`config.mk`:
```
export PLATFORM = sky130hd
export DESIGN_NAME = cal_req_scheduler_flat
export DESIGN_NICKNAME = d
export VERILOG_FILES = /design/src/rtl/cal_req_scheduler_if.sv /design/src/rtl/cal_req_scheduler.sv /design/src/flat_wrapper.sv
export SDC_FILE = /design/constraint.sdc
export NUM_CORES = 1
export LEC_CHECK = 0
export CORE_MARGIN = 2
export CORE_UTILIZATION = 50
export CTS_BUF_LIST = sky130_fd_sc_hd__clkbuf_4
export CTS_CLUSTER_SIZE = 20
export DETAILED_ROUTE_END_ITERATION = 6
export PLACE_DENSITY = 0.67
export SETUP_SLACK_MARGIN = 0.05
export SLEW_MARGIN = 20
export SYNTH_ARGS = -nofsm -noshare
export SYNTH_HDL_FRONTEND = slang
export SYNTH_SLANG_ARGS = --single-unit
```
`constraint.sdc`:
```
create_clock -name clk -period 30.2 [get_ports clk]
set_input_delay 3.02 -clock clk [delete_from_list [all_inputs] [get_ports clk]]
set_output_delay 3.02 -clock clk [all_outputs]
set_load 0.1 [all_outputs]
```
`src/rtl/cal_req_scheduler_if.sv`:
```
// Bus bundle between the requester ports / ALU and the request scheduler.
// master = scheduler side, slave = requesters + ALU side.
interface cal_req_scheduler_if #(
    parameter int NPORTS = 4,
    parameter int DW     = 32
);
    logic [NPORTS-1:0][3:0]    req_cmd_in;
    logic [NPORTS-1:0][1:0]    req_tag_in;
    logic [NPORTS-1:0][DW-1:0] req_data_in;
    logic [NPORTS-1:0][1:0]    out_resp;
    logic [NPORTS-1:0][1:0]    out_tag;
    logic [NPORTS-1:0][DW-1:0] out_data;
    logic                      alu_valid;
    logic [3:0]                alu_cmd;
    logic [DW-1:0]             alu_op1;
    logic [DW-1:0]             alu_op2;
    logic [1:0]                alu_port;
    logic [1:0]                alu_tag;
    logic                      alu_ready;
    logic                      res_valid;
    logic [1:0]                res_port;
    logic [1:0]                res_tag;
    logic [DW-1:0]             res_data;
    logic [1:0]                res_resp;

    modport master (
        input  req_cmd_in, req_tag_in, req_data_in,
        input  alu_ready, res_valid, res_port, res_tag, res_data, res_resp,
        output out_resp, out_tag, out_data,
        output alu_valid, alu_cmd, alu_op1, alu_op2, alu_port, alu_tag
    );

    modport slave (
        output req_cmd_in, req_tag_in, req_data_in,
        output alu_ready, res_valid, res_port, res_tag, res_data, res_resp,
        input  out_resp, out_tag, out_data,
        input  alu_valid, alu_cmd, alu_op1, alu_op2, alu_port, alu_tag
    );
endinterface

```
`src/rtl/cal_req_scheduler.sv`:
```
// Four-port calculator front end: per-port two-cycle command capture into a FIFO,
// round-robin issue to one shared ALU, and per-port result/reject return.
module cal_req_port #(
    parameter int FIFO_DEPTH = 4,
    parameter int DW         = 32
) (
    input  logic          clk,
    input  logic          reset,
    input  logic [3:0]    cmd_i,
    input  logic [1:0]    tag_i,
    input  logic [DW-1:0] data_i,
    input  logic          pop_i,
    input  logic          res_hit_i,
    input  logic [1:0]    res_resp_i,
    input  logic [1:0]    res_tag_i,
    input  logic [DW-1:0] res_data_i,
    output logic          empty_o,
    output logic [3:0]    head_cmd_o,
    output logic [1:0]    head_tag_o,
    output logic [DW-1:0] head_op1_o,
    output logic [DW-1:0] head_op2_o,
    output logic [1:0]    resp_o,
    output logic [1:0]    tag_o,
    output logic [DW-1:0] data_o
);
    localparam int AW = $clog2(FIFO_DEPTH);
    localparam logic [AW:0] PTR_ONE = 1;

    typedef enum logic {ST_IDLE, ST_OP2} state_e;
    typedef struct packed {
        logic [3:0]    cmd;
        logic [1:0]    tag;
        logic [DW-1:0] op1;
        logic [DW-1:0] op2;
    } entry_t;

    state_e        state_q, state_d;
    logic [3:0]    cmd_q, cmd_d;
    logic [1:0]    tag_q, tag_d;
    logic [DW-1:0] op1_q, op1_d;
    entry_t        mem_q [FIFO_DEPTH];
    entry_t        head;
    logic [AW:0]   wr_q, rd_q;
    logic          full, cmd_ok, push, rej;
    logic [1:0]    resp_q, resp_d, otag_q, otag_d, ptag_q, ptag_d;
    logic [DW-1:0] odata_q, odata_d;
    logic          pend_q, pend_d;

    assign empty_o = (wr_q == rd_q);
    assign full    = (wr_q[AW] != rd_q[AW]) && (wr_q[AW-1:0] == rd_q[AW-1:0]);
    assign cmd_ok  = cmd_q inside {4'd1, 4'd2, 4'd5, 4'd6};

    always_comb begin
        state_d = state_q;
        cmd_d   = cmd_q;
        tag_d   = tag_q;
        op1_d   = op1_q;
        push    = 1'b0;
        rej     = 1'b0;
        case (state_q)
            ST_IDLE: if (cmd_i != 4'd0) begin
                cmd_d   = cmd_i;
                tag_d   = tag_i;
                op1_d   = data_i;
                state_d = ST_OP2;
            end
            ST_OP2: begin
                state_d = ST_IDLE;
                // A same-cycle pop frees a slot, so a full FIFO still accepts.
                if (cmd_ok && (!full || pop_i)) push = 1'b1;
                else                            rej  = 1'b1;
            end
            default: state_d = ST_IDLE;
        endcase
    end

    // ALU result wins the output slot; a colliding reject waits one cycle.
    always_comb begin
        resp_d  = 2'd0;
        otag_d  = 2'd0;
        odata_d = '0;
        pend_d  = pend_q;
        ptag_d  = ptag_q;
        if (res_hit_i) begin
            resp_d  = res_resp_i;
            otag_d  = res_tag_i;
            odata_d = res_data_i;
            if (rej) begin
                pend_d = 1'b1;
                ptag_d = tag_q;
            end
        end else if (pend_q) begin
            resp_d = 2'd2;
            otag_d = ptag_q;
            pend_d = rej;
            if (rej) ptag_d = tag_q;
        end else if (rej) begin
            resp_d = 2'd2;
            otag_d = tag_q;
        end
    end

    always_ff @(posedge clk or posedge reset) begin
        if (reset) begin
            state_q <= ST_IDLE;
            cmd_q   <= '0;
            tag_q   <= '0;
            op1_q   <= '0;
            wr_q    <= '0;
            rd_q    <= '0;
            resp_q  <= '0;
            otag_q  <= '0;
            odata_q <= '0;
            pend_q  <= 1'b0;
            ptag_q  <= '0;
        end else begin
            state_q <= state_d;
            cmd_q   <= cmd_d;
            tag_q   <= tag_d;
            op1_q   <= op1_d;
            if (push)  wr_q <= wr_q + PTR_ONE;
            if (pop_i) rd_q <= rd_q + PTR_ONE;
            resp_q  <= resp_d;
            otag_q  <= otag_d;
            odata_q <= odata_d;
            pend_q  <= pend_d;
            ptag_q  <= ptag_d;
        end
    end

    always_ff @(posedge clk) begin
        if (push) mem_q[wr_q[AW-1:0]] <= '{cmd: cmd_q, tag: tag_q, op1: op1_q, op2: data_i};
    end

    assign head       = mem_q[rd_q[AW-1:0]];
    assign head_cmd_o = head.cmd;
    assign head_tag_o = head.tag;
    assign head_op1_o = head.op1;
    assign head_op2_o = head.op2;
    assign resp_o     = resp_q;
    assign tag_o      = otag_q;
    assign data_o     = odata_q;
endmodule

module cal_req_scheduler #(
    parameter int NPORTS     = 4,
    parameter int FIFO_DEPTH = 4,
    parameter int DW         = 32
) (
    input logic                clk,
    input logic                reset,
    cal_req_scheduler_if.master bus
);
    logic [NPORTS-1:0]         empty, pop;
    logic [NPORTS-1:0][3:0]    h_cmd;
    logic [NPORTS-1:0][1:0]    h_tag;
    logic [NPORTS-1:0][DW-1:0] h_op1, h_op2;
    logic [NPORTS-1:0][1:0]    o_resp, o_tag;
    logic [NPORTS-1:0][DW-1:0] o_data;
    logic [1:0]                rr_q, rr_d, pick, grant, hold_port_q, hold_port_d;
    logic                      hold_q, hold_d, any, hs;

    for (genvar p = 0; p < NPORTS; p++) begin : g_port
        assign pop[p] = hs && (grant == 2'(p));
        cal_req_port #(.FIFO_DEPTH(FIFO_DEPTH), .DW(DW)) u_port (
            .clk        (clk),
            .reset      (reset),
            .cmd_i      (bus.req_cmd_in[p]),
            .tag_i      (bus.req_tag_in[p]),
            .data_i     (bus.req_data_in[p]),
            .pop_i      (pop[p]),
            .res_hit_i  (bus.res_valid && (bus.res_port == 2'(p))),
            .res_resp_i (bus.res_resp),
            .res_tag_i  (bus.res_tag),
            .res_data_i (bus.res_data),
            .empty_o    (empty[p]),
            .head_cmd_o (h_cmd[p]),
            .head_tag_o (h_tag[p]),
            .head_op1_o (h_op1[p]),
            .head_op2_o (h_op2[p]),
            .resp_o     (o_resp[p]),
            .tag_o      (o_tag[p]),
            .data_o     (o_data[p])
        );
    end

    // Lowest offset from rr_q wins; loop runs high-to-low so the last hit is it.
    always_comb begin
        pick = rr_q;
        for (int i = NPORTS - 1; i >= 0; i--) begin
            if (!empty[rr_q + 2'(i)]) pick = rr_q + 2'(i);
        end
    end

    // A stalled grant is frozen so a newly filled, higher-priority FIFO cannot
    // swap the payload under a waiting ALU.
    assign any         = ~&empty;
    assign grant       = hold_q ? hold_port_q : pick;
    assign hs          = any && bus.alu_ready;
    assign hold_d      = any && !bus.alu_ready;
    assign hold_port_d = grant;
    assign rr_d        = hs ? grant + 2'd1 : rr_q;

    always_ff @(posedge clk or posedge reset) begin
        if (reset) begin
            rr_q        <= '0;
            hold_q      <= 1'b0;
            hold_port_q <= '0;
        end else begin
            rr_q        <= rr_d;
            hold_q      <= hold_d;
            hold_port_q <= hold_port_d;
        end
    end

    assign bus.alu_valid = any;
    assign bus.alu_cmd   = any ? h_cmd[grant] : '0;
    assign bus.alu_op1   = any ? h_op1[grant] : '0;
    assign bus.alu_op2   = any ? h_op2[grant] : '0;
    assign bus.alu_port  = any ? grant        : '0;
    assign bus.alu_tag   = any ? h_tag[grant] : '0;
    assign bus.out_resp  = o_resp;
    assign bus.out_tag   = o_tag;
    assign bus.out_data  = o_data;
endmodule

```
`src/flat_wrapper.sv`:
```
// flat-port wrapper written by rule: the top's interface ports become plain ports
module cal_req_scheduler_flat 
#(
    parameter int NPORTS     = 4,
    parameter int FIFO_DEPTH = 4,
    parameter int DW         = 32
)
  (clk, reset, bus_req_cmd_in, bus_req_tag_in, bus_req_data_in, bus_alu_ready, bus_res_valid, bus_res_port, bus_res_tag, bus_res_data, bus_res_resp, bus_out_resp, bus_out_tag, bus_out_data, bus_alu_valid, bus_alu_cmd, bus_alu_op1, bus_alu_op2, bus_alu_port, bus_alu_tag);
  cal_req_scheduler_if #(.NPORTS(NPORTS), .DW(DW)) bus_i ();
  input logic clk;
  input logic reset;
  input wire logic [$bits(bus_i.req_cmd_in)-1:0] bus_req_cmd_in;
  input wire logic [$bits(bus_i.req_tag_in)-1:0] bus_req_tag_in;
  input wire logic [$bits(bus_i.req_data_in)-1:0] bus_req_data_in;
  input wire logic [$bits(bus_i.alu_ready)-1:0] bus_alu_ready;
  input wire logic [$bits(bus_i.res_valid)-1:0] bus_res_valid;
  input wire logic [$bits(bus_i.res_port)-1:0] bus_res_port;
  input wire logic [$bits(bus_i.res_tag)-1:0] bus_res_tag;
  input wire logic [$bits(bus_i.res_data)-1:0] bus_res_data;
  input wire logic [$bits(bus_i.res_resp)-1:0] bus_res_resp;
  output wire logic [$bits(bus_i.out_resp)-1:0] bus_out_resp;
  output wire logic [$bits(bus_i.out_tag)-1:0] bus_out_tag;
  output wire logic [$bits(bus_i.out_data)-1:0] bus_out_data;
  output wire logic [$bits(bus_i.alu_valid)-1:0] bus_alu_valid;
  output wire logic [$bits(bus_i.alu_cmd)-1:0] bus_alu_cmd;
  output wire logic [$bits(bus_i.alu_op1)-1:0] bus_alu_op1;
  output wire logic [$bits(bus_i.alu_op2)-1:0] bus_alu_op2;
  output wire logic [$bits(bus_i.alu_port)-1:0] bus_alu_port;
  output wire logic [$bits(bus_i.alu_tag)-1:0] bus_alu_tag;
  assign bus_i.req_cmd_in = bus_req_cmd_in;
  assign bus_i.req_tag_in = bus_req_tag_in;
  assign bus_i.req_data_in = bus_req_data_in;
  assign bus_i.alu_ready = bus_alu_ready;
  assign bus_i.res_valid = bus_res_valid;
  assign bus_i.res_port = bus_res_port;
  assign bus_i.res_tag = bus_res_tag;
  assign bus_i.res_data = bus_res_data;
  assign bus_i.res_resp = bus_res_resp;
  assign bus_out_resp = bus_i.out_resp;
  assign bus_out_tag = bus_i.out_tag;
  assign bus_out_data = bus_i.out_data;
  assign bus_alu_valid = bus_i.alu_valid;
  assign bus_alu_cmd = bus_i.alu_cmd;
  assign bus_alu_op1 = bus_i.alu_op1;
  assign bus_alu_op2 = bus_i.alu_op2;
  assign bus_alu_port = bus_i.alu_port;
  assign bus_alu_tag = bus_i.alu_tag;
  cal_req_scheduler #(.NPORTS(NPORTS), .FIFO_DEPTH(FIFO_DEPTH), .DW(DW)) u_core (.clk(clk), .reset(reset), .bus(bus_i));
endmodule
```
After elaboration in Yosys (flattened, before gate mapping)
Memories as Yosys holds them, arrays and structs flattened.
Cells that the tools add are included.
- multiply operators: 0
- add/subtract/negate cells: 12
- shift operators: 0
- equality and inequality tests: 38
- muxes and demuxes: 110
- reduce and logical (&&, ||, !) cells: 47
- div/mod/pow operators: 0
- bitwise gates (word level): 4
- order comparisons: 5
- operators with widths (cell ; count):
    $mux 32 ; 8
    $bmux 32 s2 ; 2
    $mux 2 ; 44
    $mux 1 ; 44
    $eq 4x3->1 const B ; 8
    $reduce_bool 4->1 ; 8
    $add 3x1->3 const B ; 8
    $logic_and 1x1->1 ; 18
    $eq 4x1->1 const B ; 4
    $eq 4x2->1 const B ; 4
    $lt 2x3->1 const B ; 5
    $eq 3x3->1 ; 4
    $bmux 1 s2 ; 4
    $bmux 4 s2 ; 1
    $eq 2x2->1 ; 4
    $eq 2x2->1 const B ; 4
    $mux 4 ; 2
    $ne 2x1->1 const B ; 4
    $pmux 1 s2 ; 4
    $reduce_and 2->1 ; 4
    $reduce_bool 2->1 ; 4
    $logic_not 1->1 ; 6
    $add 2x1->2 const B ; 2
    $add 2x2->2 const B ; 2
    other kinds (7) ; 18
- bits in read-only memories: 0
- input port bits: 194
- flip-flop bits (word level): 341
- word-level logic and storage cells: 267
- memories kept: 4
- bits in latches: 0
- output and inout bits: 217
- RAM bits: 1120
- memories (name ; depth ; bits a word ; rd ports ; clocked after Yosys merged registers in ; write ports ; line ; RTL):
    u_core.g_port[0].u_port.mem_q ; 4 ; 70 ; 1 ; 0 ; 1 ; cal_req_scheduler.sv:41 ; entry_t mem_q [FIFO_DEPTH];
    u_core.g_port[1].u_port.mem_q ; 4 ; 70 ; 1 ; 0 ; 1 ; cal_req_scheduler.sv:41 ;
    u_core.g_port[2].u_port.mem_q ; 4 ; 70 ; 1 ; 0 ; 1 ; cal_req_scheduler.sv:41 ;
    u_core.g_port[3].u_port.mem_q ; 4 ; 70 ; 1 ; 0 ; 1 ; cal_req_scheduler.sv:41 ;

Logic depth before layout (Yosys ltp)
Gate-level depths: netlist of run 1.
- depth in word-level cells: 17
- mapped depth: 13
- gate-level depth less buffers: 8

Hierarchy
From an unflattened synthesis of run 1, not the netlist that was laid out.
- cell total of the unflattened synthesis: 2606
- area total of the unflattened synthesis: 55548.3 um^2
- modules (own cells, without submodules) (module ; area an instance (um^2) ; instances ; sequential area each (um^2) ; cells an instance):
    cal_req_port at u_core.g_port[0].u_port ... ; 13235.2 ; 2 ; 10510.1 ; 580
    cal_req_port at u_core.g_port[1].u_port ... ; 13221.4 ; 2 ; 10510.1 ; 581
    cal_req_scheduler ; 2635.0 ; 1 ; 125.1 ; 284

Least setup slack after synthesis of run 1
No wires, ideal clock.
- kind: input to register
- start point: input port bus_alu_ready
- end point: memory u_core.g_port[2].u_port.mem_q[3][0] in the netlist's numbering (enable)
- setup slack: 22.938 ns
- data required time: 29.690 ns
- arrival time: 6.752 ns
- library setup time: 0.510 ns
- path buffers: 0
- stages on the path: 4
- path through: o41a_4 nand3_1 o31a_1 nor2b_1
- word-level cells in the longest chain between the ends: 8
- RTL lines (element ; line ; RTL):
    from (decl) ; flat_wrapper.sv:15 ; input wire logic [$bits(bus_i.alu_ready)-1:0] bus_alu_ready;
    $logic_and 1x1->1 ; cal_req_scheduler.sv:199 ; assign hs = any && bus.alu_ready;
    $logic_and 1x1->1 ; cal_req_scheduler.sv:164 ; assign pop[p] = hs && (grant == 2'(p));
    $logic_or 1x1->1 ; cal_req_scheduler.sv:70 ; if (cmd_ok && (!full || pop_i)) push = 1'b1;
    $logic_and 1x1->1 ; cal_req_scheduler.sv:70 ;
    $mux 1 ; cal_req_scheduler.sv:70 ;
    $mux 1 ; cal_req_scheduler.sv:60 ; case (state_q)
    $mux 1 ; cal_req_scheduler.sv:132 ; if (push) mem_q[wr_q[AW-1:0]] <= '{cmd: cmd_q, tag: tag_q, op1: op1_q, op2: data_i};
    $mux 1 (not written as such) ; cal_req_scheduler.sv:132 ;
    to (decl) ; cal_req_scheduler.sv:41 ;
Every way passes these cells.

Worst setup path in the final report of run 1
- start point: register u_core.g_port[2].u_port.rd_q[0]
- end point: output port bus_alu_op1[21]
- word-level cells in the longest chain between the ends: 11
- elaborated cells between the ends (all ways): 19
- those cells by class: eq/ne (1); mux (16); reduce/logical (1); memory (1)
- RTL lines (element ; line ; RTL):
    from (decl) ; cal_req_scheduler.sv:43 ; logic [AW:0] wr_q, rd_q;
    from (signal assigned) ; cal_req_scheduler.sv:122 ; if (pop_i) rd_q <= rd_q + PTR_ONE;
    $eq 3x3->1 ; cal_req_scheduler.sv:49 ; assign empty_o = (wr_q == rd_q);
    $bmux 1 s2 ; cal_req_scheduler.sv:191 ; if (!empty[rr_q + 2'(i)]) pick = rr_q + 2'(i);
    $mux 1 (not written as such) ; cal_req_scheduler.sv:191 ;
    $mux 2 (4 in series) ; cal_req_scheduler.sv:191 ;
    $mux 2 ; cal_req_scheduler.sv:198 ; assign grant = hold_q ? hold_port_q : pick;
    $bmux 32 s2 ; cal_req_scheduler.sv:218 ; assign bus.alu_op1 = any ? h_op1[grant] : '0;
    $mux 32 (not written as such) ; cal_req_scheduler.sv:218 ;
    $mux 32 (*) ; cal_req_scheduler.sv:218 ;
    to (decl) ; flat_wrapper.sv:26 ; output wire logic [$bits(bus_i.alu_op1)-1:0] bus_alu_op1;
Every way passes the cells marked *; elsewhere a longest branch is shown, timed or not. The select of a mux whose other input is x is not followed.

==> results.ini, run 1 <==
[synthesis]
synth_async_sr_flop_share_pct = 23.3
ys_types = 59
syn-instance-count = 2649
avgSynthCellArea_sq_um = 20.9
muxShareOfSynthArea_pct = 17.2
yosys.area_share.simple_pct = 2.59
ys_seq_elements = 1461
yosys.area_share.xor_xnor_pct = 0.539
syn-num-nets = 2863
synth_enable_flop_cells = 1120
synth_adder_area_share_pct = 0.489
post_synthesis_compound_gate_area_fraction_pct = 1.68
synth_warnings = 0
combinational_family_with_the_most_area_after_synthesis = multiplexers
synth_sequential_area_ratio_pct = 76.3
synth-main-ff-cell = sky130_fd_sc_hd__edfxtp_1
synth.cell_area_sq_mm = 0.0553

[timing]
maxSlewHeadroom_pct = 18.8
fmaxAchievable_mhz = 102
tightest_slew_ps = 1210
fin_skew_ps = 99.0
finalHoldViolations = 0
timing.setup.tns_ps = 0
final.min_clock_period_ps = 9830
timing.final.setup_violations = 0
finalMaxSlewViolations = 0
grt_setup_unrepaired = no
final.period_utilization_pct = 32.5
finalWorstSetupSlack_ps = 20370

[grt]
first_global_vias = 30421
grt_first_pass_wirelength_mm = 201
gr-total-overflow = 0
largest_net_degree_at_the_start_of_global_routing = 81
antenna_violations_before_repair = 19
grt_usage_pct = 24.7

[route]
drt-wirelength-per-cell_um = 27.0
drc_errors = 0
drt_first_pass_iters = 6
detailedRoute.firstIterationViolations = 2705
routed_vias = 28754
vias_per_cell = 5.59
drt.antenna.violating_nets = 0
routed_wirelength_mm = 139

[flow_run]
drv_cap = 0

[clock_network]
post_cts.resized_instances = 0
ctsHtreeMaxLevel = 5
postCtsHoldBufs = 0
cts_num_sinks = 1461
clock-root-buffer = sky130_fd_sc_hd__clkbuf_4
clk_pin_slew_worst_paths_ps = 60
worstSkewPairLatency_ps = 1190
cts_post_setup_buffers_inserted = 0
tritoncts_buffers = 382
cts-root-to-sink-buffers = 4
cts_tree = done

[cells_and_area]
areaGrowthSynthToFinish_pct = 19.4
num-nets-final = 3568
fin_cells = 5140
drive_gt1_share_pct = 31.3
design_area_sq_mm = 0.0660

[placement]
dp.final_hpwl_mm = 90.0
dpl_worst_slack_ps = 21550
placed_cells = 4445
io_buffers = 410
dpl-instance-area_sq_mm = 0.0611
gpl_wtd_cong = 0.956

[setup_path]
reg2reg_setup_slack_ps = 25450
worst-endpoint-required_ps = 27180
setup.worst_path.start_class = register
worst-setup-path-type = register to output port
cp.arrival_ps = 6810
timing.critical_path.to_type = output port
timing.critical_path.fanout_max = 70

[floorplan]
design.die.area_sq_mm = 0.113
die_x_um = 337
placementRows = 121
initial_core_util_pct = 50.6
y_dimension_of_the_die_um = 337
core_area_sq_mm = 0.109
boundaryPins = 411

[status]
outcome = complete, no violations

[pwr]
irDropWorstVdd_uv = 267
p_per_area_mw_per_mm2 = 112
p_leak_uw = 0.0235

[hold_path]
worst_min_delay_path_category = register to register

==> sequential cells by signal, indices dropped and copies added, names as in the netlist <==
name and count:
u_core.g_port.u_port.data_o 128, u_core.g_port.u_port.tag_o 8, u_core.g_port.u_port.ptag_q 8, u_core.g_port.u_port.mem_q 1120
u_core.g_port.u_port.resp_o 8, u_core.rr_q 2, u_core.g_port.u_port.pend_q 4, u_core.g_port.u_port.state_q 4
u_core.g_port.u_port.wr_q 12, u_core.hold_port_q 2, u_core.g_port.u_port.rd_q 12, u_core.hold_q 1
u_core.g_port.u_port.cmd_q 16, u_core.g_port.u_port.tag_q 8, u_core.g_port.u_port.op1_q 128
==> metal layers <==
metal  global-route usage [%]  up-vias  share of wire (%)
met1                     31.2    14960                 38
met3                     7.48      223                8.8
li1                         -    12296                  -
met2                     40.2     1257                 50
met4                     10.2       18                3.2
met5                        0        -              0.085
==> critical path, cell delays in order (launching register included) <==
cell,delay (ps)
sky130_fd_sc_hd__dfrtp_4,850
sky130_fd_sc_hd__xor2_1,160
sky130_fd_sc_hd__or3_1,530
sky130_fd_sc_hd__nor2_2,250
sky130_fd_sc_hd__o32ai_1,170
sky130_fd_sc_hd__o31ai_4,260
sky130_fd_sc_hd__buf_4,670
sky130_fd_sc_hd__buf_4,980
sky130_fd_sc_hd__mux2i_1,240
sky130_fd_sc_hd__o22ai_1,230
sky130_fd_sc_hd__clkdlybuf4s50_1,1180
==> power by group <==
part / total, uW / switching, uW / internal, uW
Sequential: 2690 / 196 / 2490
Combinational: 3050 / 2120 / 929
Clock: 1670 / 763 / 911
Total: 7410 / 3080 / 4330
==> stage by stage <==
stage	total power (uW)	hold WS (ps)	utilization, %
floorplan	4830	460	-
global placement	5750	476	55.9
detailed placement	5790	479	55.9
CTS	7470	459	60.4
global route	7690	469	60.4
finish	7410	460	60.4
==> path summary, 6_finish.rpt <==
check / startpoint / to / cells past startpoint
worst max-delay path: u_core.g_port[2].u_port.rd_q[0]$_DFFE_PP0P_ / bus_alu_op1[21] / 10
worst min-delay path: u_core.g_port[0].u_port.op1_q[27]$_DFFE_PP0P_ / u_core.g_port[0].u_port.mem_q[2][59]$_DFFE_PP_ / 0
worst max register to register: u_core.g_port[1].u_port.rd_q[1]$_DFFE_PP0P_ / u_core.g_port[2].u_port.mem_q[3][13]$_DFFE_PP_ / 8
worst min register to register: u_core.g_port[0].u_port.op1_q[27]$_DFFE_PP0P_ / u_core.g_port[0].u_port.mem_q[2][59]$_DFFE_PP_ / 0
max in group asynchronous: reset / u_core.g_port[0].u_port.data_o[30]$_DFF_PP0_ / 4
min in group asynchronous: reset / u_core.g_port[0].u_port.data_o[19]$_DFF_PP0_ / 2
==> layout make-up <==
type	instances	area [sq um]
Antenna cell	13	32.5
Clock buffer	597	4480
Timing Repair Buffer	451	4430
Sequential cell	1461	42200
Clock inverter	84	388
Tap cell	1476	1850
Multi-Input combinational cell	1038	12600
Inverter	20	82.6
Fill cell	8111	43300
==> cell families (layout without fill, tap and decap cells) <==
group,Yosys count,after routing
AND/OR/NAND/NOR,258,258
other,0,13
AO/OA/AOI/OAI,142,142
adder cells (fa/ha/maj),22,22
XOR/XNOR,34,34
buffers and inverters,150,1152
flip-flops,1461,1461
multiplexers,582,582
==> cell usage in the layout (no fill, tap or decap), types with 68 or more instances in the layout <==
cell type | synthesis | layout
sky130_fd_sc_hd__mux4_2 | 280 | 280
sky130_fd_sc_hd__mux2_2 | 162 | 162
sky130_fd_sc_hd__edfxtp_1 | 1120 | 1120
sky130_fd_sc_hd__clkbuf_4 | 0 | 597
sky130_fd_sc_hd__mux2i_1 | 140 | 140
sky130_fd_sc_hd__dfrtp_1 | 341 | 333
sky130_fd_sc_hd__clkdlybuf4s50_1 | 0 | 408
sky130_fd_sc_hd__and2_1 | 142 | 134
sky130_fd_sc_hd__clkinv_1 | 0 | 68
sky130_fd_sc_hd__o22ai_1 | 73 | 73
==> Yosys cell counts, types with 5 or more instances <==
library cell / instances / area (sq um)
sky130_fd_sc_hd__edfxtp_1: 1120 / 33600
sky130_fd_sc_hd__dfrtp_1: 341 / 8530
sky130_fd_sc_hd__mux4_2: 280 / 6310
sky130_fd_sc_hd__mux2_2: 162 / 1820
sky130_fd_sc_hd__and2_1: 142 / 888
sky130_fd_sc_hd__mux2i_1: 140 / 1400
sky130_fd_sc_hd__clkbuf_1: 86 / 323
sky130_fd_sc_hd__o22ai_1: 73 / 457
sky130_fd_sc_hd__nor2_1: 37 / 139
sky130_fd_sc_hd__nand2_1: 33 / 124
sky130_fd_sc_hd__ha_1: 20 / 250
sky130_fd_sc_hd__inv_1: 20 / 75.1
sky130_fd_sc_hd__xnor2_1: 20 / 175
sky130_fd_sc_hd__a21oi_1: 19 / 95.1
sky130_fd_sc_hd__buf_2: 16 / 80.1
sky130_fd_sc_hd__o21ai_0: 16 / 80.1
sky130_fd_sc_hd__buf_1: 15 / 56.3
sky130_fd_sc_hd__xor2_1: 14 / 123
sky130_fd_sc_hd__buf_6: 9 / 101
sky130_fd_sc_hd__nand3_1: 9 / 45.0
sky130_fd_sc_hd__and3_1: 7 / 43.8
sky130_fd_sc_hd__nor2b_1: 6 / 37.5
sky130_fd_sc_hd__nor3_1: 5 / 25.0
Power figures use the tool's default switching activity.
==> run 2, diff against run 1 <==
==> constraint.sdc (replaced) <==
create_clock -name clk -period 9.2 [get_ports clk]
set_input_delay 0.92 -clock clk [delete_from_list [all_inputs] [get_ports clk]]
set_output_delay 0.92 -clock clk [all_outputs]
set_load 0.1 [all_outputs]
==> run 2 against run 1 <==
  * Setup slack worse by 18000 ps
  * Cell count is 0.56% lower
  * Critical path depth is 1 lower
  * Wire length is 3.1% lower
  * Register-to-register slack worse by 21000 ps
  * Non-clock buffer count is 3 lower
  * Core utilization is 0.053 points lower
  * Die area stayed put
  * Sequential share of layout area is 0.056 points higher
  * Sequential power grew to 3.3 times the previous value
  * Global-route usage is 0.67 points lower
  * Via count is 0.74% lower
  * Highest routed layer unchanged
==> results.ini, run 2 (synthesis gave the netlist of run 1 again) <==
[timing]
fin_skew_ps = 144  ; was 99.0 ps
grt_setup_unrepaired = no  ; unchanged
finalMaxSlewViolations = 0  ; unchanged
maxSlewHeadroom_pct = 22.1  ; was 18.8%
timing.final.setup_violations = 0  ; unchanged
fmaxAchievable_mhz = 141
finalHoldViolations = 0  ; unchanged
timing.setup.tns_ps = 0  ; unchanged
final.min_clock_period_ps = 7090
tightest_slew_ps = 1160  ; was 1210 ps
final.period_utilization_pct = 77.1

[clock_network]
cts-root-to-sink-buffers = 4  ; unchanged
clk_pin_slew_worst_paths_ps = 70  ; was 60 ps
tritoncts_buffers = 375  ; was 382
worstSkewPairLatency_ps = 1230  ; was 1190 ps
ctsHtreeMaxLevel = 5  ; unchanged
cts_post_setup_buffers_inserted = 0  ; unchanged
post_cts.resized_instances = 0  ; unchanged
cts_tree = done  ; unchanged
clock-root-buffer = sky130_fd_sc_hd__clkbuf_4  ; unchanged
cts_num_sinks = 1461  ; unchanged
postCtsHoldBufs = 0  ; unchanged

[floorplan]
initial_core_util_pct = 50.6  ; unchanged
boundaryPins = 411  ; unchanged
placementRows = 121  ; unchanged
design.die.area_sq_mm = 0.113  ; unchanged
die_x_um = 337  ; unchanged
y_dimension_of_the_die_um = 337  ; unchanged
core_area_sq_mm = 0.109  ; unchanged

[grt]
first_global_vias = 30345  ; was 30421
antenna_violations_before_repair = 18  ; was 19
gr-total-overflow = 0  ; unchanged
largest_net_degree_at_the_start_of_global_routing = 173  ; was 81
grt_usage_pct = 24.1  ; was 24.7%
grt_first_pass_wirelength_mm = 198  ; was 201 mm

[placement]
io_buffers = 410  ; unchanged
dpl-instance-area_sq_mm = 0.0611  ; about the same
dp.final_hpwl_mm = 85.8  ; was 90.0 mm
gpl_wtd_cong = 0.890  ; was 0.956

[route]
drt_first_pass_iters = 6  ; unchanged
routed_vias = 28540  ; was 28754
drc_errors = 0  ; unchanged
detailedRoute.firstIterationViolations = 2613  ; was 2705
drt.antenna.violating_nets = 0  ; unchanged
vias_per_cell = 5.58  ; was 5.59
drt-wirelength-per-cell_um = 26.3  ; was 27.0 um
routed_wirelength_mm = 134  ; was 139 mm

[setup_path]
timing.critical_path.fanout_max = 106  ; was 70
worst-endpoint-required_ps = 8280  ; was 27180 ps
crit_start = u_core.g_port[2].u_port.rd_q[0]$_DFFE_PP0P_  ; unchanged
setup.worst_path.start_class = register  ; unchanged
timing.critical_path.to_type = output port  ; unchanged
cp.arrival_ps = 6170  ; was 6810 ps
reg2reg_setup_slack_ps = 4290  ; was 25450 ps
critPathCapture = bus_alu_op2[27]  ; was bus_alu_op1[21]
reg2regPathDepth = 8  ; unchanged
timing.rr.end = u_core.g_port[2].u_port.mem_q[1][49]$_DFFE_PP_  ; was u_core.g_port[2].u_port.mem_q[3][13]$_DFFE_PP_
worst-setup-path-type = register to output port  ; unchanged
regToRegStartpoint = u_core.g_port[1].u_port.rd_q[0]$_DFFE_PP0P_  ; was u_core.g_port[1].u_port.rd_q[1]$_DFFE_PP0P_

[cells_and_area]
flip_flop_count_of_the_largest_register_all_copies_and_words_added = 1120  ; unchanged
footprint_of_the_multi_input_gates_sq_mm = 0.0126  ; unchanged
layout_commonest_cell = sky130_fd_sc_hd__edfxtp_1  ; unchanged
drive_gt1_share_pct = 30.8  ; was 31.3%
num-nets-final = 3558  ; was 3568
design_area_sq_mm = 0.0660  ; about the same
ff_latch_area_sq_mm = 0.0422  ; unchanged
areaGrowthSynthToFinish_pct = 19.3  ; was 19.4%
layout.filler_cells = 8042  ; was 8111
mostFrequentLayoutCells = sky130_fd_sc_hd__edfxtp_1, sky130_fd_sc_hd__clkbuf_4, sky130_fd_sc_hd__clkdlybuf4s50_1  ; unchanged

[status]
outcome = complete, no violations  ; unchanged

[pwr]
total_net_switching_power_uw = 10100  ; was 3080 uW
irDropWorstVdd_uv = 1120  ; was 267 uV
power.total_uw = 24300  ; was 7410 uW
clock_power_share_pct = 22.7  ; was 22.6%
seq_power_share_pct = 36.4  ; was 36.3%
pwr-share-comb_pct = 40.9  ; was 41.1%
internal-power_uw = 14200  ; was 4330 uW
p_per_area_mw_per_mm2 = 368  ; was 112 mW/mm^2
switching_power_as_a_share_of_total_power_pct = 41.4  ; was 41.5%
p_leak_uw = 0.0234  ; was 0.0235 uW

[flow_run]
drv_cap = 0  ; unchanged

[hold_path]
worst_min_delay_path_category = input port to asynchronous set/reset pin  ; was register to register

run 2: area by class of cell:
type | instances | area share [%]
flip-flops and latches | 1461 | 63.9
multi-input cells | 1038 | 19.1
repair buffers | 448 | 6.71
clock buffers | 577 | 6.56
well taps | 1476 | 2.80
clock inverters | 89 | 0.768
inverters | 20 | 0.119
diodes | 2 | 0.00758
run 2: how the worst min path moves through the flow:
| stage | startpoint | endpoint | slack (ps) | cells after the start |
|---|---|---|---|---|
| finish | reset | u_core.g_port[0].u_port.op1_q[31]$_DFFE_PP0P_ | 250 | 3 |
| global route | bus_res_data[6] | u_core.g_port[0].u_port.data_o[6]$_DFF_PP0_ | 260 | 2 |
| CTS | bus_res_data[6] | u_core.g_port[1].u_port.data_o[6]$_DFF_PP0_ | 170 | 2 |
| detailed placement | u_core.g_port[2].u_port.wr_q[2]$_DFFE_PP0P_ | u_core.g_port[2].u_port.wr_q[2]$_DFFE_PP0P_ | 480 | 1 |
| global placement | u_core.g_port[3].u_port.wr_q[2]$_DFFE_PP0P_ | u_core.g_port[3].u_port.wr_q[2]$_DFFE_PP0P_ | 480 | 1 |
| floorplan | u_core.g_port[2].u_port.wr_q[2]$_DFFE_PP0P_ | u_core.g_port[2].u_port.wr_q[2]$_DFFE_PP0P_ | 460 | 1 |
run 2: power by group through the flow:
stage | logic [uW] | registers, uW | clock network [uW]
6_report | 9950 | 8840 | 5520
2_1_floorplan | 6990 | 8880 | 0
3_5_place_dp | 9970 | 8980 | 0
4_1_cts | 9990 | 8850 | 5670
5_1_grt | 10300 | 8950 | 6010
3_3_place_gp | 9930 | 8900 | 0
run 2: critical path: stages, from the launching register on:
cell and delay (ps):
sky130_fd_sc_hd__dfrtp_4 800, sky130_fd_sc_hd__xor2_1 180, sky130_fd_sc_hd__nor3_1 640, sky130_fd_sc_hd__o22ai_1 210, sky130_fd_sc_hd__o2bb2ai_1 240, sky130_fd_sc_hd__o31ai_4 270, sky130_fd_sc_hd__buf_12 510, sky130_fd_sc_hd__mux2i_1 820
sky130_fd_sc_hd__o22ai_1 190, sky130_fd_sc_hd__clkdlybuf4s50_1 1010
run 2: per-layer routing:
| metal | wire (um) | GRT usage (%) |
|---|---|---|
| met2 | 69400 | 40.8 |
| met4 | 3000 | 7.55 |
| met1 | 50900 | 30.2 |
| met5 | 119 | 0 |
| met3 | 10900 | 6.87 |
run 2: stage by stage:
step                      cells  setup WS [ps]  hold WS [ps]  utilization (%)
after floorplan            2649           3520           460                -
after CTS                  5109           2020           170             60.4
after global routing       5111           1880           265             60.4
after detailed placement   4443           3320           479             55.9
final                      5111           2110           246             60.4
after global placement     4443           3480           476             55.9
==> variant 1: new RTL, settings of run 2 <==
`odata_q` no longer has a reset.
--- a/src/rtl/cal_req_scheduler.sv
+++ b/src/rtl/cal_req_scheduler.sv
@@ -110,7 +110,6 @@
             rd_q    <= '0;
             resp_q  <= '0;
             otag_q  <= '0;
-            odata_q <= '0;
             pend_q  <= 1'b0;
             ptag_q  <= '0;
         end else begin
@@ -122,10 +121,13 @@
             if (pop_i) rd_q <= rd_q + PTR_ONE;
             resp_q  <= resp_d;
             otag_q  <= otag_d;
-            odata_q <= odata_d;
             pend_q  <= pend_d;
             ptag_q  <= ptag_d;
         end
+    end
+
+    always_ff @(posedge clk) begin
+        odata_q <= odata_d;
     end
 
     always_ff @(posedge clk) begin
Function: not settled (the Yosys comparison gave no result); the edit may change what the design does.
==> variant 1 against run 2 <==
Clock power fell by 3%. Wire length is 3.9% higher. Combinational power decreased by 2.1%. Power fell by 1.7%. Register-to-register slack lost 310 ps. Cell count fell by 0.67%. Non-clock buffer count grew 3. Via count rose by 0.23%. First-iteration DRC count is 20% lower. Setup slack got worse by 420 ps. Cell area decreased by 1.1%. Count of clock-buffer cells in the layout is 8 lower. Area after synthesis shrank 1.1%. Sequential cell count unchanged.
==> variant 1: results (changes against run 2) <==
{| class="wikitable"
! Metric !! Value
|-
| Run status || finished clean (unchanged)
|-
| Routed wirelength normalized by instance count || 27.5 um (was 26.3 um)
|-
| Layout cells sized above 1 || 30.5% (was 30.8%)
|-
| Antenna violations before repair || 16 (was 18)
|-
| Worst clock skew || 89.3 ps (was 144 ps)
|-
| Average via count per standard cell || 5.63 (was 5.58)
|-
| Overall global routing resource usage || 25.2% (was 24.1%)
|-
| Number of nets produced by synthesis || 2,878 (was 2,863)
|-
| Net total in the final layout || 3,577 (was 3,558)
|-
| Cell types occupying the most area after synthesis || sky130_fd_sc_hd__edfxtp_1 62%, sky130_fd_sc_hd__mux4_2 12%, sky130_fd_sc_hd__dfrtp_1 9.7% (was sky130_fd_sc_hd__edfxtp_1 61%, sky130_fd_sc_hd__dfrtp_1 15%, sky130_fd_sc_hd__mux4_2 11%)
|-
| Synth async-reset ratio || 14.6% (was 23.3%)
|-
| Lkg Pwr || 22.7 nW (was 23.4 nW)
|-
| Compound-gate portion of the synthesized area || 1.92% (was 1.68%)
|-
| Sequential cell area fraction in the yosys report || 76.0% (was 76.3%)
|-
| HPWL after DPL || 90.9 mm (was 85.8 mm)
|-
| First-pass GRT wire length || 203 mm (was 198 mm)
|-
| Max IR drop VDD || 0.000733 V (was 0.00112 V)
|-
| Pin count of the biggest net entering global routing || 82 (was 173)
|-
| Post-synthesis xor/xnor area fraction || 0.497% (was 0.539%)
|-
| Adder-cell area share of the yosys netlist || 0.497% (was 0.489%)
|-
| Fraction of synthesized area in multiplexers || 17.2% (about the same)
|-
| Number of inserted filler cells in the final layout || 7,981 (was 8,042)
|-
| Vias in the first global route || 30,552 (was 30,345)
|-
| Routability cong. || 0.905 (was 0.890)
|-
| Count of flip-flops with a built-in enable after synthesis || 1,120 (unchanged)
|-
| Number of buffers inserted during clock tree synthesis || 378 (was 375)
|-
| Worst Tran Pin Value || 1200 ps (was 1160 ps)
|-
| First-pass DRT Iterations || 7 (was 6)
|-
| Clk Latency, worst-skew pair || 1180 ps (was 1230 ps)
|-
| Number of distinct library cell variants in the gate-level netlist after synthesis || 65 (was 59)
|-
| Most frequent cells after synthesis || 1,120 x sky130_fd_sc_hd__edfxtp_1, 280 x sky130_fd_sc_hd__mux4_2, 213 x sky130_fd_sc_hd__dfrtp_1, 148 x sky130_fd_sc_hd__mux2_2, 141 x sky130_fd_sc_hd__and2_1 (was 1,120 x sky130_fd_sc_hd__edfxtp_1, 341 x sky130_fd_sc_hd__dfrtp_1, 280 x sky130_fd_sc_hd__mux4_2, 162 x sky130_fd_sc_hd__mux2_2, 142 x sky130_fd_sc_hd__and2_1)
|-
| Critical Path AT || 6600 ps (was 6170 ps)
|-
| Maximum fanout along the worst path || 81 (was 106)
|-
| Iteration-0 DRC count of the detailed router || 2,097 (was 2,613)
|}
variant 1: path summary, 6_finish.rpt:
check / slack (ps) / to / from
max in group asynchronous: 6960 / u_core.g_port[0].u_port.cmd_q[0] / reset
worst max register to register: 3980 / u_core.g_port[2].u_port.mem_q[1][7] / u_core.g_port[0].u_port.rd_q[0]
worst max-delay path: 1680 / bus_alu_op1[5] / u_core.g_port[0].u_port.rd_q[0]
worst min-delay path: 260 / u_core.g_port[2].u_port.op1_q[2] / reset
worst min register to register: 460 / u_core.g_port[0].u_port.mem_q[0][57] / u_core.g_port[0].u_port.op1_q[25]
min in group clk: 330 / u_core.g_port[2].u_port.tag_q[1] / bus_req_tag_in[5]
variant 1: critical path: stages (launching register included):
cell,delay [ps]
sky130_fd_sc_hd__dfrtp_4,780
sky130_fd_sc_hd__xor2_1,230
sky130_fd_sc_hd__nor3_1,520
sky130_fd_sc_hd__o22ai_1,130
sky130_fd_sc_hd__a221o_1,460
sky130_fd_sc_hd__o21a_1,350
sky130_fd_sc_hd__inv_8,530
sky130_fd_sc_hd__buf_12,480
sky130_fd_sc_hd__mux2i_1,170
sky130_fd_sc_hd__o22ai_1,470
sky130_fd_sc_hd__clkdlybuf4s50_1,1250
variant 1: logic make-up after synthesis:
| family | count (synthesis) |
|---|---|
| adders and majority gates | 22 |
| xor gates and xnor gates | 31 |
| AOI/OAI and AO/OA | 150 |
| muxes | 572 |
| buffers and inverters | 167 |
| DFF | 1461 |
| and+or+nand+nor | 261 |
variant 1: stage by stage:
| stage | worst slack, ps | hold WS (ps) | area [um2] | utilization [%] | cells |
|---|---|---|---|---|---|
| after floorplan | 2460 | 458 | 54700 | - | 2664 |
| after global placement | 3020 | 470 | 60500 | 55.6 | 4395 |
| after CTS | 1570 | 167 | 65200 | 60.0 | 5071 |
| after detailed placement | 2890 | 481 | 60500 | 55.7 | 4397 |
| final | 1680 | 261 | 65300 | 60.0 | 5077 |
| after global routing | 1330 | 213 | 65200 | 60.0 | 5073 |
variant 1: cell type report:
cell class                 instances  area share [%]
clock inverter                   105           0.713
inverter                          35           0.228
clock buffer                     569            6.55
tap                             1414            2.71
antenna                            6          0.0230
timing repair buffer             451            6.81
sequential                      1461            63.7
multi-input combinational       1036            19.3
variant 1: report_power, final:
group / switching (W) / internal (W)
logic: 0.00681 / 0.00292
registers: 0.000606 / 0.00817
clock network: 0.00252 / 0.00285
total: 0.00994 / 0.0139
variant 1: routing by layer:
layer | global-route usage [%] | vias to the layer above | routed length (um)
met5 | 0 | - | 111
met4 | 9.35 | 16 | 4170
met3 | 7.47 | 225 | 11300
met2 | 42.2 | 1209 | 71100
met1 | 31.1 | 14790 | 52900
li1 | - | 12367 | -
==> variant 2: new RTL, settings of run 2 <==
Without the edit above. `FIFO_DEPTH` is set to 4 in 3 places; all go to 2.
--- a/src/rtl/cal_req_scheduler.sv
+++ b/src/rtl/cal_req_scheduler.sv
@@ -1,7 +1,7 @@
 // Four-port calculator front end: per-port two-cycle command capture into a FIFO,
 // round-robin issue to one shared ALU, and per-port result/reject return.
 module cal_req_port #(
-    parameter int FIFO_DEPTH = 4,
+    parameter int FIFO_DEPTH = 2,
     parameter int DW         = 32
 ) (
     input  logic          clk,
@@ -144,7 +144,7 @@
 
 module cal_req_scheduler #(
     parameter int NPORTS     = 4,
-    parameter int FIFO_DEPTH = 4,
+    parameter int FIFO_DEPTH = 2,
     parameter int DW         = 32
 ) (
     input logic                clk,
--- a/src/flat_wrapper.sv
+++ b/src/flat_wrapper.sv
@@ -2,7 +2,7 @@
 module cal_req_scheduler_flat 
 #(
     parameter int NPORTS     = 4,
-    parameter int FIFO_DEPTH = 4,
+    parameter int FIFO_DEPTH = 2,
     parameter int DW         = 32
 )
   (clk, reset, bus_req_cmd_in, bus_req_tag_in, bus_req_data_in, bus_alu_ready, bus_res_valid, bus_res_port, bus_res_tag, bus_res_data, bus_res_resp, bus_out_resp, bus_out_tag, bus_out_data, bus_alu_valid, bus_alu_cmd, bus_alu_op1, bus_alu_op2, bus_alu_port, bus_alu_tag);
Function: not settled (the Yosys comparison gave no result); the edit may change what the design does.
==> variant 2 against run 2 <==
Cell area down 36%. Cell count down 26%. Sequential share of layout area down 4.5 points. Setup slack lost 800 ps. Area after synthesis shrank 38%. Register-to-register slack got worse by 350 ps. Wire length down 33%. Synthesized cell count is 19% lower. Clock skew decreased by 90 ps. Die area down 38%. Sequential cell count is 568 lower. Highest routed layer unchanged.
Power is not shown: default switching activity piles up to over one toggle a cycle in this logic, so the estimate is an artifact.
==> variant 2: results (changes against run 2) <==
{| class="wikitable"
! Metric !! Value
|-
| Placement Setup Slack || 2300 ps (was 3320 ps)
|-
| Clk Latency, worst-skew pair || 1020 ps (was 1230 ps)
|-
| Vias in the first global route || 21,714 (was 30,345)
|-
| Reg-to-Reg Start || u_core.g_port[3].u_port.rd_q[0] (was u_core.g_port[1].u_port.rd_q[0])
|-
| Pin count of the biggest net entering global routing || 158 (was 173)
|-
| Count of flip-flops with a built-in enable after synthesis || 560 (was 1,120)
|-
| Antenna violations before repair || 12 (was 18)
|-
| Run status || finished clean (unchanged)
|-
| Global Route met1 Usage || 29.6% (was 30.2%)
|-
| Mean cell area of the mapped netlist || 16.0 um2 (was 20.9 um2)
|-
| Hold Path Class || flop to flop (was input port to asynchronous set/reset pin)
|-
| Hold Slack || 446 ps (was 246 ps)
|-
| Largest stage delay, worst path || 1310 ps (was 1010 ps)
|-
| Overall global routing resource usage || 25.6% (was 24.1%)
|-
| First-pass DRT Iterations || 5 (was 6)
|-
| Met1 layer wirelength in the final routing || 34.6 mm (was 50.9 mm)
|-
| Number of nets produced by synthesis || 2,331 (was 2,863)
|-
| Number of flip-flops in the largest register || 560 (was 1,120)
|-
| Met3 Track Usage GR || 7.99% (was 6.87%)
|-
| Most frequent cells after synthesis || 560 x sky130_fd_sc_hd__edfxtp_1, 333 x sky130_fd_sc_hd__dfrtp_1, 209 x sky130_fd_sc_hd__mux2i_1, 162 x sky130_fd_sc_hd__nand2_1, 158 x sky130_fd_sc_hd__mux2_2 (was 1,120 x sky130_fd_sc_hd__edfxtp_1, 341 x sky130_fd_sc_hd__dfrtp_1, 280 x sky130_fd_sc_hd__mux4_2, 162 x sky130_fd_sc_hd__mux2_2, 142 x sky130_fd_sc_hd__and2_1)
|-
| Critical register-to-register path endpoint || u_core.g_port[0].u_port.mem_q[1][69] (was u_core.g_port[2].u_port.mem_q[1][49])
|-
| Max Buffers Root-to-Sink || 3 (was 4)
|-
| Sequential cell area fraction in the yosys report || 73.5% (was 76.3%)
|-
| Maximum fanout along the worst path || 69 (was 106)
|-
| Critical Path AT || 6970 ps (was 6170 ps)
|-
| Met3 WL post-DR || 6.26 mm (was 10.9 mm)
|-
| Placed insts || 3,330 (was 4,443)
|-
| Depth of the CTS H-tree || 4 (was 5)
|-
| M2 GR Usage || 44.0% (was 40.8%)
|-
| HPWL after DPL || 57.3 mm (was 85.8 mm)
|-
| Routability cong. || 0.839 (was 0.890)
|-
| First-pass GRT wire length || 133 mm (was 198 mm)
|-
| Worst Reg2Reg Path Length in Cells || 10 (was 8)
|-
| Post-Layout Cell Count || 3,759 (was 5,111)
|-
| Reg-to-reg slack, setup || 3940 ps (was 4290 ps)
|-
| Met2 routed wirelength || 45.9 mm (was 69.4 mm)
|-
| Via count || 20,304 (was 28,540)
|-
| Synth async-reset ratio || 37.3% (was 23.3%)
|-
| Net total in the final layout || 2,877 (was 3,558)
|}
==> variant 2: cell types whose count changed after synthesis, moves of 64 or more <==
| cell | change |
|---|---|
| sky130_fd_sc_hd__mux2i_1 | +69 |
| sky130_fd_sc_hd__mux4_2 | -280 |
| sky130_fd_sc_hd__a211oi_1 | +70 |
| sky130_fd_sc_hd__nand2_1 | +129 |
| sky130_fd_sc_hd__edfxtp_1 | -560 |
| sky130_fd_sc_hd__o22ai_1 | -73 |
| sky130_fd_sc_hd__nor2b_1 | +64 |
| sky130_fd_sc_hd__a21oi_1 | +72 |
==> variant 2: how the worst max path moves through the flow <==
stage,start,slack (ps),to,depth (start not counted)
after floorplan,u_core.g_port[1].u_port.rd_q[0],1640,bus_alu_op2[10],10
after global placement,u_core.g_port[2].u_port.rd_q[0],2310,bus_alu_op2[30],10
after detailed placement,u_core.g_port[2].u_port.rd_q[0],2300,bus_alu_op2[30],10
after CTS,u_core.g_port[2].u_port.rd_q[0],1160,bus_alu_op2[30],10
after global routing,u_core.g_port[2].u_port.rd_q[0],970,bus_alu_op2[30],10
final,u_core.g_port[2].u_port.rd_q[0],1310,bus_alu_op2[30],10
==> variant 2: cells by family after synthesis <==
| family | Yosys count | synth area share (%) |
|---|---|---|
| and+or+nand+nor | 443 | 6.69 |
| muxes | 367 | 11.3 |
| adders and majority gates | 1 | 0.0292 |
| DFF | 893 | 73.5 |
| buffers and inverters | 130 | 1.61 |
| xor gates and xnor gates | 34 | 0.914 |
| AOI/OAI and AO/OA | 269 | 5.97 |
==> variant 2: area by class of cell <==
type | count | area (um2)
antenna | 8 | 20.0
clock buffer | 363 | 2730
clock inverter | 56 | 284
fill | 5151 | 25200
inverter | 11 | 46.3
multi-input combinational | 1114 | 8620
sequential | 893 | 25200
tap | 873 | 1090
timing repair buffer | 441 | 4400
